<file path="config.mk">
export PLATFORM = sky130hd
export DESIGN_NAME = sym_word_deserializer
export DESIGN_NICKNAME = d
export VERILOG_FILES = /design/src/rtl/sym_word_deserializer.sv
export SDC_FILE = /design/constraint.sdc
export NUM_CORES = 1
export LEC_CHECK = 0
export BUFFER_PORTS_ARGS = -buffer_cell sky130_fd_sc_hd__buf_4
export CORE_ASPECT_RATIO = 0.6
export CORE_MARGIN = 2
export CORE_UTILIZATION = 28
export DETAILED_ROUTE_END_ITERATION = 6
export SYNTH_ARGS = -nofsm -noshare
export SYNTH_HDL_FRONTEND = slang
export SYNTH_SLANG_ARGS = --single-unit
</file>
<file path="constraint.sdc">
create_clock -name clk -period 3.8 [get_ports clk]
set_input_delay 0.76 -clock clk [delete_from_list [all_inputs] [get_ports clk]]
set_output_delay 0.76 -clock clk [all_outputs]
set_load 0.01 [all_outputs]
</file>
<file path="src/rtl/sym_word_deserializer.sv">
// Serial-to-parallel front end for the symmetry detector. It collects framed bits into
// WIDTH-bit words, holds each word on a valid/ready port, and flags overruns and broken frames.
module sym_word_deserializer #(
  parameter int WIDTH     = 8,
  parameter bit MSB_FIRST = 1'b1,
  localparam int CW       = $clog2(WIDTH + 1)
) (
  input  logic             clk,
  input  logic             rst,
  input  logic             bit_valid,
  input  logic             ser_bit,
  input  logic             bit_sof,
  output logic [WIDTH-1:0] word_data,
  output logic             word_valid,
  input  logic             word_ready,
  output logic [CW-1:0]    bit_count,
  output logic             overrun,
  output logic             frame_err,
  input  logic             clr_flags
);

  typedef enum logic {
    IDLE  = 1'b0,
    SHIFT = 1'b1
  } state_e;

  state_e             state_q, state_d;
  logic [WIDTH-1:0]   shift_q, shift_d;
  logic [CW-1:0]      bit_count_q, bit_count_d;
  logic [WIDTH-1:0]   word_data_q, word_data_d;
  logic               word_valid_q, word_valid_d;
  logic               overrun_q, overrun_d;
  logic               frame_err_q, frame_err_d;

  logic               word_complete;
  logic               transfer;
  logic [WIDTH-1:0]   shifted;

  // The first serial bit of a frame ends up at bit WIDTH-1 when MSB_FIRST, else at bit 0.
  function automatic logic [WIDTH-1:0] shift_in(input logic [WIDTH-1:0] sr, input logic b);
    if (MSB_FIRST) return {sr[WIDTH-2:0], b};
    else           return {b, sr[WIDTH-1:1]};
  endfunction

  assign shifted  = shift_in(shift_q, ser_bit);
  assign transfer = word_valid_q && word_ready;

  // NOTE: every signal written here gets a default first, so no path leaves it unassigned and no latch is inferred.
  always_comb begin
    state_d       = state_q;
    shift_d       = shift_q;
    bit_count_d   = bit_count_q;
    frame_err_d   = 1'b0;
    word_complete = 1'b0;

    case (state_q)
      IDLE: begin
        if (bit_valid && bit_sof) begin
          shift_d     = shift_in('0, ser_bit);
          bit_count_d = CW'(1);
          state_d     = SHIFT;
        end
      end
      SHIFT: begin
        if (bit_valid) begin
          if (bit_sof) begin
            // A new frame started before the old one finished: drop the partial word.
            shift_d     = shift_in('0, ser_bit);
            bit_count_d = CW'(1);
            frame_err_d = 1'b1;
          end else if (bit_count_q == CW'(WIDTH - 1)) begin
            shift_d       = shifted;
            bit_count_d   = '0;
            word_complete = 1'b1;
            state_d       = IDLE;
          end else begin
            shift_d     = shifted;
            bit_count_d = bit_count_q + CW'(1);
          end
        end
      end
      default: state_d = IDLE;
    endcase
  end

  always_comb begin
    word_data_d  = word_data_q;
    word_valid_d = word_valid_q;
    overrun_d    = overrun_q;

    if (clr_flags) overrun_d = 1'b0;

    if (word_complete) begin
      if (!word_valid_q || transfer) begin
        word_data_d  = shifted;
        word_valid_d = 1'b1;
      end else begin
        // Consumer still holds the previous word: the new one is lost.
        overrun_d = 1'b1;
      end
    end else if (transfer) begin
      word_valid_d = 1'b0;
    end
  end

  // NOTE: state registers use non-blocking assignments so every flop samples pre-edge values.
  always_ff @(posedge clk) begin
    if (rst) begin
      state_q      <= IDLE;
      shift_q      <= '0;
      bit_count_q  <= '0;
      word_data_q  <= '0;
      word_valid_q <= 1'b0;
      overrun_q    <= 1'b0;
      frame_err_q  <= 1'b0;
    end else begin
      state_q      <= state_d;
      shift_q      <= shift_d;
      bit_count_q  <= bit_count_d;
      word_data_q  <= word_data_d;
      word_valid_q <= word_valid_d;
      overrun_q    <= overrun_d;
      frame_err_q  <= frame_err_d;
    end
  end

  assign word_data  = word_data_q;
  assign word_valid = word_valid_q;
  assign bit_count  = bit_count_q;
  assign overrun    = overrun_q;
  assign frame_err  = frame_err_q;

endmodule

</file>
## Word level (Yosys, flattened, before mapping)

Index checks and enable logic that the tools add are counted.

| storage, ports and cells | value |
|---|---|
| register bits | 23 |
| bits in latches | 0 |
| bits in writable memories | 0 |
| ROM bits | 0 |
| input port bits | 7 |
| output and inout bits | 15 |
| logic and storage cells | 48 |
| memories kept | 0 |

| operators by class | value |
|---|---|
| add/sub/neg operators | 1 |
| multiply operators | 0 |
| divide/modulo/power cells | 0 |
| $lt $le $gt $ge | 0 |
| equality and inequality tests | 4 |
| shift-type cells | 0 |
| multiplexer cells | 25 |
| bitwise operators | 2 |
| reduce and logical (&&, ||, !) cells | 9 |

Operators by type and width:

| cell | count |
|---|---|
| two-way mux 7 bit | 3 |
| two-way mux 4 bit | 4 |
| two-way mux 1 bit | 15 |
| one-hot mux 7 bit (2 select lines) | 1 |
| one-hot mux 4 bit (2 select lines) | 1 |
| AND reduction 2 bit | 3 |
| adder 4 x 1 -> 4 bit, second input constant | 1 |
| equality test 4 x 3 -> 1 bit, second input constant | 1 |
| != test 2 bit, second input constant | 2 |
| OR reduction 3 bit | 1 |
| logical AND 1 bit | 2 |
| != test 2 x 1 -> 1 bit, second input constant | 1 |
| inverter 1 bit | 2 |
| one-hot mux 1 bit (2 select lines) | 1 |
| nonzero test 2 bit | 1 |
| zero test 1 bit | 1 |
| logical OR 1 bit | 1 |

## Longest topological paths before layout

Gate-level depths: netlist (run 1).

| logic depth | value |
|---|---|
| word-level depth | 7 |
| gate-level depth with buffers | 4 |
| gate-level depth less buffers | 4 |

## Worst setup path before layout (run 1)

OpenSTA, ideal clock, no wires.

| path | value |
|---|---|
| kind | input to register |
| from | input bit_valid |
| to | register word_data_q[0] (netlist: word_data[0]) |
| library setup time | 72 ps |
| data arrival time | 1603 ps |
| required time | 3728 ps |
| path slack | 2125 ps |
| stages | 3 |
| path buffers | 0 |
| cells stage by stage | nand2_2 nor4_4 mux2i_1 |

| on the way | value |
|---|---|
| longest elaborated chain between the ends | 3 |

Ends and longest elaborated chain:

| item | RTL line | text |
|---|---|---|
| from (decl) | 10 | `input logic bit_valid,` |
| two-way mux 1 bit | 65 | `if (bit_valid) begin` |
| two-way mux 1 bit | 56 | `case (state_q)` |
| AND reduction 2 bit (no line) | - |  |
| to (signal assigned) | 120 | `word_data_q <= word_data_d;` |
| to (decl) | 30 | `logic [WIDTH-1:0] word_data_q, word_data_d;` |

Every way passes these cells.
A chain may end at the register's enable or synchronous reset.

## Worst setup path after layout (run 1)

| path | value |
|---|---|
| from | register bit_count_q[0] (netlist: bit_count[0]) |
| to | register word_data_q[2] (netlist: word_data[2]) |

| on the way | value |
|---|---|
| longest elaborated chain between the ends | 6 |

Ends and longest elaborated chain:

| item | RTL line | text |
|---|---|---|
| from (decl) | 29 | `logic [CW-1:0] bit_count_q, bit_count_d;` |
| from (signal assigned) | 119 | `bit_count_q <= bit_count_d;` |
| equality test 4 x 3 -> 1 bit | 71 | `end else if (bit_count_q == CW'(WIDTH - 1)) begin` |
| two-way mux 1 bit | 71 |  |
| two-way mux 1 bit | 66 | `if (bit_sof) begin` |
| two-way mux 1 bit | 65 |  |
| two-way mux 1 bit | 56 |  |
| AND reduction 2 bit (no line) | - |  |

Every way passes these cells.

==> out/qor.csv, run 1 <==
stage;metric;value;unit
run_status;status;finished, final reports clean;
critical_path;worst reg2reg setup slack;1.95;ns
die;Die H;49.3;um
pwr;total leakage power;0.455;nW
clock_network;htree depth;1;
synthesis;yosys warns;0;
sta;RSZ-0062 raised after global routing;false;
worst_hold_path;HP Class;reg -> reg;
sta;Min Clock Period, post-route;1.85;ns
cells_and_area;# diodes;0;
sta;PnR worst setup slack;1.95;ns
global_route;grt total ovfl;0;
synthesis;Yosys top cell area share;0.482;
sta;Final Max Slew Viols;0;
worst_hold_path;min-delay src;shift_q[6];
cells_and_area;layout cell share with drive strength beyond 1;0.229;
synthesis;Seq cells post-synth;23;
clock_network;TritonCTS clock tree;yes;
global_route;vias in the first global route;709;
global_route;initial antenna violation count;0;
synthesis;Mapped Nets;105;
die;Core Rows;16;
synthesis;mapped cell area;956;sq um
synthesis;Mean Syn Cell Area;9.85;sq um
cells_and_area;commonest non-fill, non-tap cells in the layout;23 x dfxtp_1, 21 x buf_4, 17 x nand2b_1;
critical_path;RR Endpoint;word_data[2];
cells_and_area;Syn-to-layout area delta;25.5;%
synthesis;Seq/Total Area, Yosys;0.482;
cells_and_area;final core utilization;0.368;
critical_path;Crit. Startpoint;bit_count[0];
sta;Highest Clock Rate;0.542;GHz
cells_and_area;fin nets;127;
sta;Final period util;0.486;
clock_network;clk buf depth;2;
route;Detail Route Antenna Nets;0;
critical_path;crit path max fanout;8;
clock_network;clock transition at the registers of the reported paths;0.08;ns
clock_network;hold-fix buffers at CTS;0;
synthesis;Synth Instances;97;
critical_path;Worst setup EP type;flop;
pwr;Pwr Density;354;nW/um^2
synthesis;Netlist cell types;26;
sta;clk_skew;0.00147;ns
route;WL/cell;12.7;um
route;vias per inst;4.63;
clock_network;PostCTS Resize Cnt;0;
die;initial core utilization;0.293;
die;Core Area;3260;sq um
synthesis;top cells by area, synth;dfxtp_1 48%, nand2b_1 11%, mux2i_1 9.4%, a22oi_1 6.3%, nor2_1 3.9%;
critical_path;crit path kind;reg -> reg;
worst_hold_path;Hold Path Sink;word_data[7];
critical_path;R2R cell count;4;
sta;pin slew with the least headroom to its limit;0.766;ns
clock_network;Worst-Skew Late Latency;0.26;ns
clock_network;Num Clock Sinks;23;
worst_hold_path;worst hold path depth;2;
die;Die ar.;3910;sq um
sta;Setup Total Neg Slack;0;ns
sta;Hold Vio Cnt, Final;0;
cells_and_area;commonest non-fill, non-tap cell in the layout;dfxtp_1;
route;total number of vias;755;
die;Top Ports;22;
sta;# setup viols final;0;
route;drt pass-1 iters;4;
global_route;first-pass GRT wire length;3350;um
route;DRC violations left;0;
placed_design;PortBufs;21;
critical_path;Critical Path RT;3.99;ns
sta;Slew headroom;0.486;
route;drt total wl;2060;um
flow_run;maxcap violations;0;
clock_network;Root Driver;clkbuf_8;
placed_design;post-place setup slack;1.75;ns
clock_network;total CTS buffers;3;
critical_path;FF-to-FF Start;bit_count[0];
synthesis;Synth area leader;dfxtp_1;
route;1st-iter DRT viols;34;
global_route;largest net degree at the start of global routing;32;
die;chip width;79.4;um
clock_network;Post-CTS Setup Repair Bufs;0;
pwr;VDD IR-drop max;0.000149;V
critical_path;CP arrival;2.04;ns
critical_path;startpoint types;flop;
global_route;GRT Util Overall;0.112;
placed_design;DP HPWL;1410;um
placed_design;gpl congestion;0.724;
area by class of cell:
cell class              instances  area (sq um)
fillers                       326          2060
clock buffers                   3          41.3
multi-input cells              67           468
inverters                       3          11.3
flip-flops and latches         23           460
well taps                      45          56.3
clock inverters                 1          5.00
repair buffers                 21           158
sequential cells by signal, indices dropped and copies added, names as in the netlist:
name and cells:
word_data 8, shift_q 7, bit_count 4, frame_err 1, overrun 1, state_q 1, word_valid 1
worst max-delay path by stage:
stage                        end  slack (ns)  cells past startpoint
finish              word_data[2]        1.95                      4
global placement    bit_count[3]        1.79                      4
global route        word_data[0]        1.76                      4
CTS                 word_data[2]        1.95                      4
floorplan           word_data[0]        2.13                      3
detailed placement  bit_count[3]        1.75                      4
critical path, cell delays in order (launching register included):
cell and delay, ns:
dfxtp_1 0.40, ha_1 0.23, nand3b_1 0.17, nor4_4 0.68, mux2i_1 0.29
routing by layer:
metal  up-vias  routed length [um]  track usage
li1        381                   -            -
met3         2                 142       0.0481
met1       347                1040        0.152
met2        25                 867        0.164
met4         0                  13       0.0259
met5         -                   0            0
where the power goes:
part | switching [mW] | total, mW | internal, mW | leakage (nW)
logic | 0.0142 | 0.0262 | 0.0120 | 0.244
clock network | 0.0792 | 0.152 | 0.0732 | 0.0255
registers | 0.00287 | 0.246 | 0.243 | 0.186
total | 0.0963 | 0.425 | 0.329 | 0.455
per-stage QoR:
step | power (mW) | cell area [sq um] | hold WS [ns] | cells
after floorplan | 0.267 | 956 | 0.451 | 97
after CTS | 0.428 | 1200 | 0.483 | 163
after global placement | 0.277 | 1150 | 0.462 | 159
after detailed placement | 0.278 | 1150 | 0.469 | 159
final | 0.425 | 1200 | 0.479 | 163
after global routing | 0.441 | 1200 | 0.505 | 163
cells in the mapped netlist:
library cell  instances
or4b_1                1
nor2b_1               1
dfxtp_1              23
nand2_2               1
ha_1                  1
a32oi_1               1
and3b_1               2
a31oi_1               1
nor3b_1               1
a22oi_1               8
and4b_1               1
nand3_1               1
nand2b_1             17
nor2_1               10
o21ai_1               1
nand3b_1              1
inv_1                 3
nand2_1               2
a21oi_1               4
buf_2                 1
nor4_4                1
a311oi_1              1
mux2i_1               9
clkbuf_1              3
nand4b_1              1
o21ai_0               1
kinds of logic after synthesis:
family	synth area share
adder cells (fa/ha/maj)	0.0131
multiplexers	0.0942
buffers and inverters	0.0288
AND/OR/NAND/NOR	0.263
flip-flops	0.482
AO/OA/AOI/OAI	0.119
Power figures use the tool's default switching activity.
==> run 2, diff against run 1 <==
==> constraint.sdc (replaced) <==
create_clock -name clk -period 1.7 [get_ports clk]
set_input_delay 0.34 -clock clk [delete_from_list [all_inputs] [get_ports clk]]
set_output_delay 0.34 -clock clk [all_outputs]
set_load 0.01 [all_outputs]
==> out/qor.csv, run 2 (synthesis gave the netlist of run 1 again) <==
stage;metric;value;unit
run_status;status;finished, final reports clean;
cells_and_area;design area;1220;sq um
pwr;VDD IR-drop max;0.000428;V
critical_path;crit-path cells;ha_1 > nand3b_1 > nor4_4 > buf_4 > mux2i_1;
pwr;Pwr Density;777;nW/um^2
route;Detail Route Antenna Nets;0;
pwr;Pint;0.737;mW
sta;Highest Clock Rate;0.648;GHz
critical_path;Critical Path Max Stage Delay;0.42;ns
placed_design;PortBufs;21;
pwr;Power, Total;0.949;mW
placed_design;Placed Instance Area;1180;sq um
critical_path;CP max-delay cell;dfxtp_1;
cells_and_area;Non-Filler Instances;166;
clock_network;hold-fix buffers at CTS;0;
critical_path;crit path capture;word_data[0];
sta;Min Clock Period, post-route;1.54;ns
route;drt total wl;1960;um
die;Die ar.;3910;sq um
route;DRC violations left;0;
worst_hold_path;HP Class;in -> reg;
critical_path;Worst setup EP type;flop;
sta;# setup viols final;0;
die;chip width;79.4;um
cells_and_area;register area;460;sq um
die;initial core utilization;0.293;
critical_path;Crit. Startpoint;bit_count[0];
clock_network;Root Driver;clkbuf_8;
global_route;vias in the first global route;715;
pwr;Clock Power Share;0.355;
sta;Slew headroom;0.651;
critical_path;Bufs and invs on worst path;1;
pwr;Sw Pwr;0.212;mW
global_route;first-pass GRT wire length;3290;um
cells_and_area;commonest non-fill, non-tap cells in the layout;24 x buf_4, 23 x dfxtp_1, 17 x nand2b_1;
critical_path;crit path kind;reg -> reg;
sta;clk_skew;0.00290;ns
clock_network;clk buf depth;2;
cells_and_area;Fillers;334;
route;WL/cell;11.8;um
cells_and_area;Syn-to-layout area delta;27.9;%
pwr;total leakage power;0.471;nW
sta;Final Max Slew Viols;0;
cells_and_area;commonest non-fill, non-tap cell in the layout;buf_4;
sta;Setup Total Neg Slack;0;ns
sta;pin slew with the least headroom to its limit;0.520;ns
sta;RSZ-0062 raised after global routing;false;
route;1st-iter DRT viols;56;
clock_network;Post-CTS Setup Repair Bufs;0;
critical_path;crit path max fanout;8;
critical_path;R2R cell count;5;
die;Core Rows;16;
global_route;largest net degree at the start of global routing;32;
clock_network;Worst-Skew Late Latency;0.26;ns
clock_network;PostCTS Resize Cnt;0;
flow_run;maxcap violations;0;
cells_and_area;area occupied by multi-input gates;468;sq um
sta;Final period util;0.908;
pwr;sw frac;0.224;
critical_path;Critical Path RT;1.90;ns
route;drt pass-1 iters;4;
cells_and_area;layout cell share with drive strength beyond 1;0.248;
clock_network;TritonCTS clock tree;yes;
critical_path;startpoint types;flop;
critical_path;Critical Path Stages;5;
die;Top Ports;22;
placed_design;Placed Cells;162;
clock_network;clock transition at the registers of the reported paths;0.08;ns
critical_path;cell family with most CP delay;flip-flops;
cells_and_area;# diodes;0;
global_route;GRT Util Overall;0.110;
critical_path;CP arrival;1.74;ns
critical_path;RR Endpoint;word_data[0];
critical_path;worst reg2reg setup slack;0.16;ns
pwr;combinational fraction of design power;0.065;
pwr;Seq pwr share;0.581;
cells_and_area;final core utilization;0.375;
clock_network;Num Clock Sinks;23;
placed_design;DP HPWL;1430;um
clock_network;htree depth;1;
global_route;grt total ovfl;0;
clock_network;total CTS buffers;3;
placed_design;gpl congestion;0.814;
route;total number of vias;759;
die;Die H;49.3;um
cells_and_area;max FFs per register;8;
route;vias per inst;4.57;
global_route;initial antenna violation count;0;
cells_and_area;fin nets;130;
sta;Hold Vio Cnt, Final;0;
critical_path;FF-to-FF Start;bit_count[0];
die;Core Area;3260;sq um
[run 2: changes by cell type in the layout (fill, tap and decap cells not counted)]
cell and delta:
buf_4 +3
[run 2: per-layer routing]
layer | global-route usage | wire [um] | up-vias
met2 | 0.150 | 827 | 25
met4 | 0.0374 | 29 | 0
li1 | - | - | 391
met5 | 0 | 0 | -
met1 | 0.152 | 974 | 339
met3 | 0.0500 | 125 | 4
[run 2: worst min-delay path by stage]
stage | start | to | slack [ns] | depth (start not counted)
floorplan | shift_q[6] | word_data[7] | 0.45 | 2
CTS | ser_bit | shift_q[0] | 0.33 | 3
global route | ser_bit | shift_q[0] | 0.33 | 3
finish | ser_bit | shift_q[0] | 0.32 | 3
global placement | word_data[3] | word_data[3] | 0.46 | 2
detailed placement | word_data[6] | word_data[6] | 0.47 | 2
[run 2: layout make-up]
type                    count  area share
multi-input cells          67       0.383
flip-flops and latches     23       0.377
inverters                   3     0.00921
clock buffers               3      0.0338
well taps                  45      0.0461
repair buffers             24       0.147
clock inverters             1     0.00409
[run 2: worst register-to-register path, cell delays in order (launching register included)]
cell,delay [ns]
dfxtp_1,0.42
ha_1,0.23
nand3b_1,0.17
nor4_4,0.23
buf_4,0.23
mux2i_1,0.21
[run 2: power by group through the flow]
stage          logic [mW]  clock network (mW)  registers, mW
2_1_floorplan      0.0328                   0          0.563
5_1_grt            0.0672               0.376          0.552
3_5_place_dp       0.0614                   0          0.564
3_3_place_gp       0.0615                   0          0.562
4_1_cts            0.0616               0.347          0.551
6_report           0.0613               0.337          0.551
[run 2: metrics by stage]
| step | hold WS, ns | setup slack, ns |
|---|---|---|
| after floorplan | 0.451 | 0.113 |
| after global placement | 0.461 | 0.237 |
| after detailed placement | 0.470 | 0.160 |
| after CTS | 0.328 | 0.150 |
| after global routing | 0.332 | 0.0188 |
| final | 0.324 | 0.156 |
==> run 3, diff against run 2 <==
--- a/config.mk
+++ b/config.mk
@@ -10,6 +10,7 @@
 export CORE_MARGIN = 2
 export CORE_UTILIZATION = 28
 export DETAILED_ROUTE_END_ITERATION = 6
+export SETUP_SLACK_MARGIN = 0.5
 export SYNTH_ARGS = -nofsm -noshare
 export SYNTH_HDL_FRONTEND = slang
 export SYNTH_SLANG_ARGS = --single-unit
==> out/qor.csv, run 3 (synthesis gave the netlist of run 1 again) <==
stage;metric;value;unit
run_status;status;finished, final reports clean;
route;drt total wl;2260;um
route;DRC violations left;0;
route;drt pass-1 iters;4;
die;Die ar.;3910;sq um
global_route;largest net degree at the start of global routing;32;
critical_path;CP arrival;1.59;ns
placed_design;gpl congestion;0.801;
die;Core Rows;16;
placed_design;PortBufs;21;
cells_and_area;Syn-to-layout area delta;37.7;%
critical_path;startpoint types;flop;
pwr;total leakage power;0.507;nW
die;Core Area;3260;sq um
critical_path;Worst setup EP type;flop;
global_route;first-pass GRT wire length;3810;um
global_route;initial antenna violation count;0;
clock_network;Worst-Skew Late Latency;0.26;ns
critical_path;Bufs and invs on worst path;0;
placed_design;Placed Instance Area;1200;sq um
sta;pin slew with the least headroom to its limit;0.449;ns
die;Top Ports;22;
clock_network;TritonCTS clock tree;yes;
cells_and_area;design area;1320;sq um
route;1st-iter DRT viols;66;
global_route;GRT Util Overall;0.126;
critical_path;crit path kind;reg -> reg;
flow_run;maxcap violations;0;
die;initial core utilization;0.293;
placed_design;DP HPWL;1530;um
cells_and_area;area occupied by multi-input gates;493;sq um
critical_path;Critical Path RT;1.90;ns
critical_path;Critical Path Max Stage Delay;0.46;ns
cells_and_area;# diodes;0;
global_route;grt total ovfl;0;
clock_network;htree depth;1;
clock_network;hold-fix buffers at CTS;0;
cells_and_area;fin nets;135;
sta;# setup viols final;0;
pwr;VDD IR-drop max;0.000214;V
route;WL/cell;13.2;um
placed_design;Placed Cells;162;
worst_hold_path;HP Class;in -> reg;
critical_path;crit path max fanout;4;
critical_path;CP max-delay cell;or4b_1;
die;chip width;79.4;um
sta;Slew headroom;0.700;
clock_network;total CTS buffers;3;
global_route;vias in the first global route;763;
critical_path;cell family with most CP delay;simple AND/OR/NAND/NOR gates;
pwr;Pwr Density;733;nW/um^2
cells_and_area;commonest non-fill, non-tap cells in the layout;24 x buf_4, 18 x dfxtp_1, 17 x nand2b_1;
cells_and_area;Non-Filler Instances;171;
cells_and_area;register area;474;sq um
sta;Final Max Slew Viols;0;
sta;final hold slack;0.326;ns
sta;clk_skew;0.000451;ns
die;Die H;49.3;um
clock_network;Num Clock Sinks;23;
cells_and_area;commonest non-fill, non-tap cell in the layout;buf_4;
clock_network;clock transition at the registers of the reported paths;0.08;ns
sta;Min Clock Period, post-route;1.39;ns
cells_and_area;max FFs per register;8;
route;total number of vias;791;
sta;Hold Vio Cnt, Final;0;
sta;Final period util;0.818;
critical_path;crit-path cells;ha_4 > and3b_2 > or4b_1 > a21oi_1;
clock_network;clk buf depth;2;
cells_and_area;Fillers;343;
route;vias per inst;4.63;
sta;Setup Total Neg Slack;0;ns
route;Detail Route Antenna Nets;0;
clock_network;Root Driver;clkbuf_8;
sta;RSZ-0062 raised after global routing;true;
sta;Highest Clock Rate;0.719;GHz
cells_and_area;layout cell share with drive strength beyond 1;0.341;
run 3: changes by cell type in the layout (fill, tap and decap cells not counted), sizes merged:
| cell | delta |
|---|---|
| buf | +5 |
| clkinv | -1 |
| clkbuf | +1 |
run 3: layout make-up:
cell class / instances / share of cell area
multi-input combinational: 67 / 0.375
sequential: 23 / 0.360
timing repair buffer: 29 / 0.180
tap: 45 / 0.0428
clock buffer: 4 / 0.0342
inverter: 3 / 0.00856
run 3: worst register-to-register path: cells and delay by family (launching register included):
kind / cells / cell delay, ns
simple gates: 2 / 0.68
compound gates: 1 / 0.13
fa+ha+maj: 1 / 0.16
flops: 1 / 0.36
run 3: path summary, 6_finish.rpt:
kind | to | slack [ns] | cells past startpoint | from
max | bit_count[3] | 0.31 | 4 | bit_count[1]
min | shift_q[0] | 0.33 | 3 | ser_bit
max reg2reg | bit_count[3] | 0.31 | 4 | bit_count[1]
min reg2reg | word_data[0] | 0.48 | 2 | word_data[0]
run 3: metrics by stage:
step / utilization / power, mW / setup slack [ns]
floorplan: - / 0.596 / 0.165
global placement: 0.367 / 0.626 / 0.269
detailed placement: 0.367 / 0.628 / 0.233
CTS: 0.391 / 0.969 / 0.313
global route: 0.403 / 1.01 / 0.230
finish: 0.403 / 0.964 / 0.309
run 3: what timing repair did:
| item | 4_1_cts | 5_1_grt |
|---|---|---|
| setup endpoints to repair | 11 | 16 |
| buffers inserted | 3 | 2 |
| resized for setup | 5 | 7 |
| gates cloned | 0 | 0 |
| pin swaps | 1 | 1 |
run 3: power breakdown:
part           total (mW)  internal [mW]  switching, mW
combinational      0.0727         0.0351         0.0376
clock               0.344          0.167          0.176
sequential          0.548          0.542        0.00604
total               0.964          0.745          0.220
run 3: routing by layer:
layer | vias to the layer above | global-route usage | routed length (um)
met4 | 0 | 0.0201 | 0
met3 | 0 | 0.0500 | 111
met2 | 19 | 0.175 | 955
met5 | - | 0 | 0
li1 | 399 | - | -
met1 | 373 | 0.186 | 1190
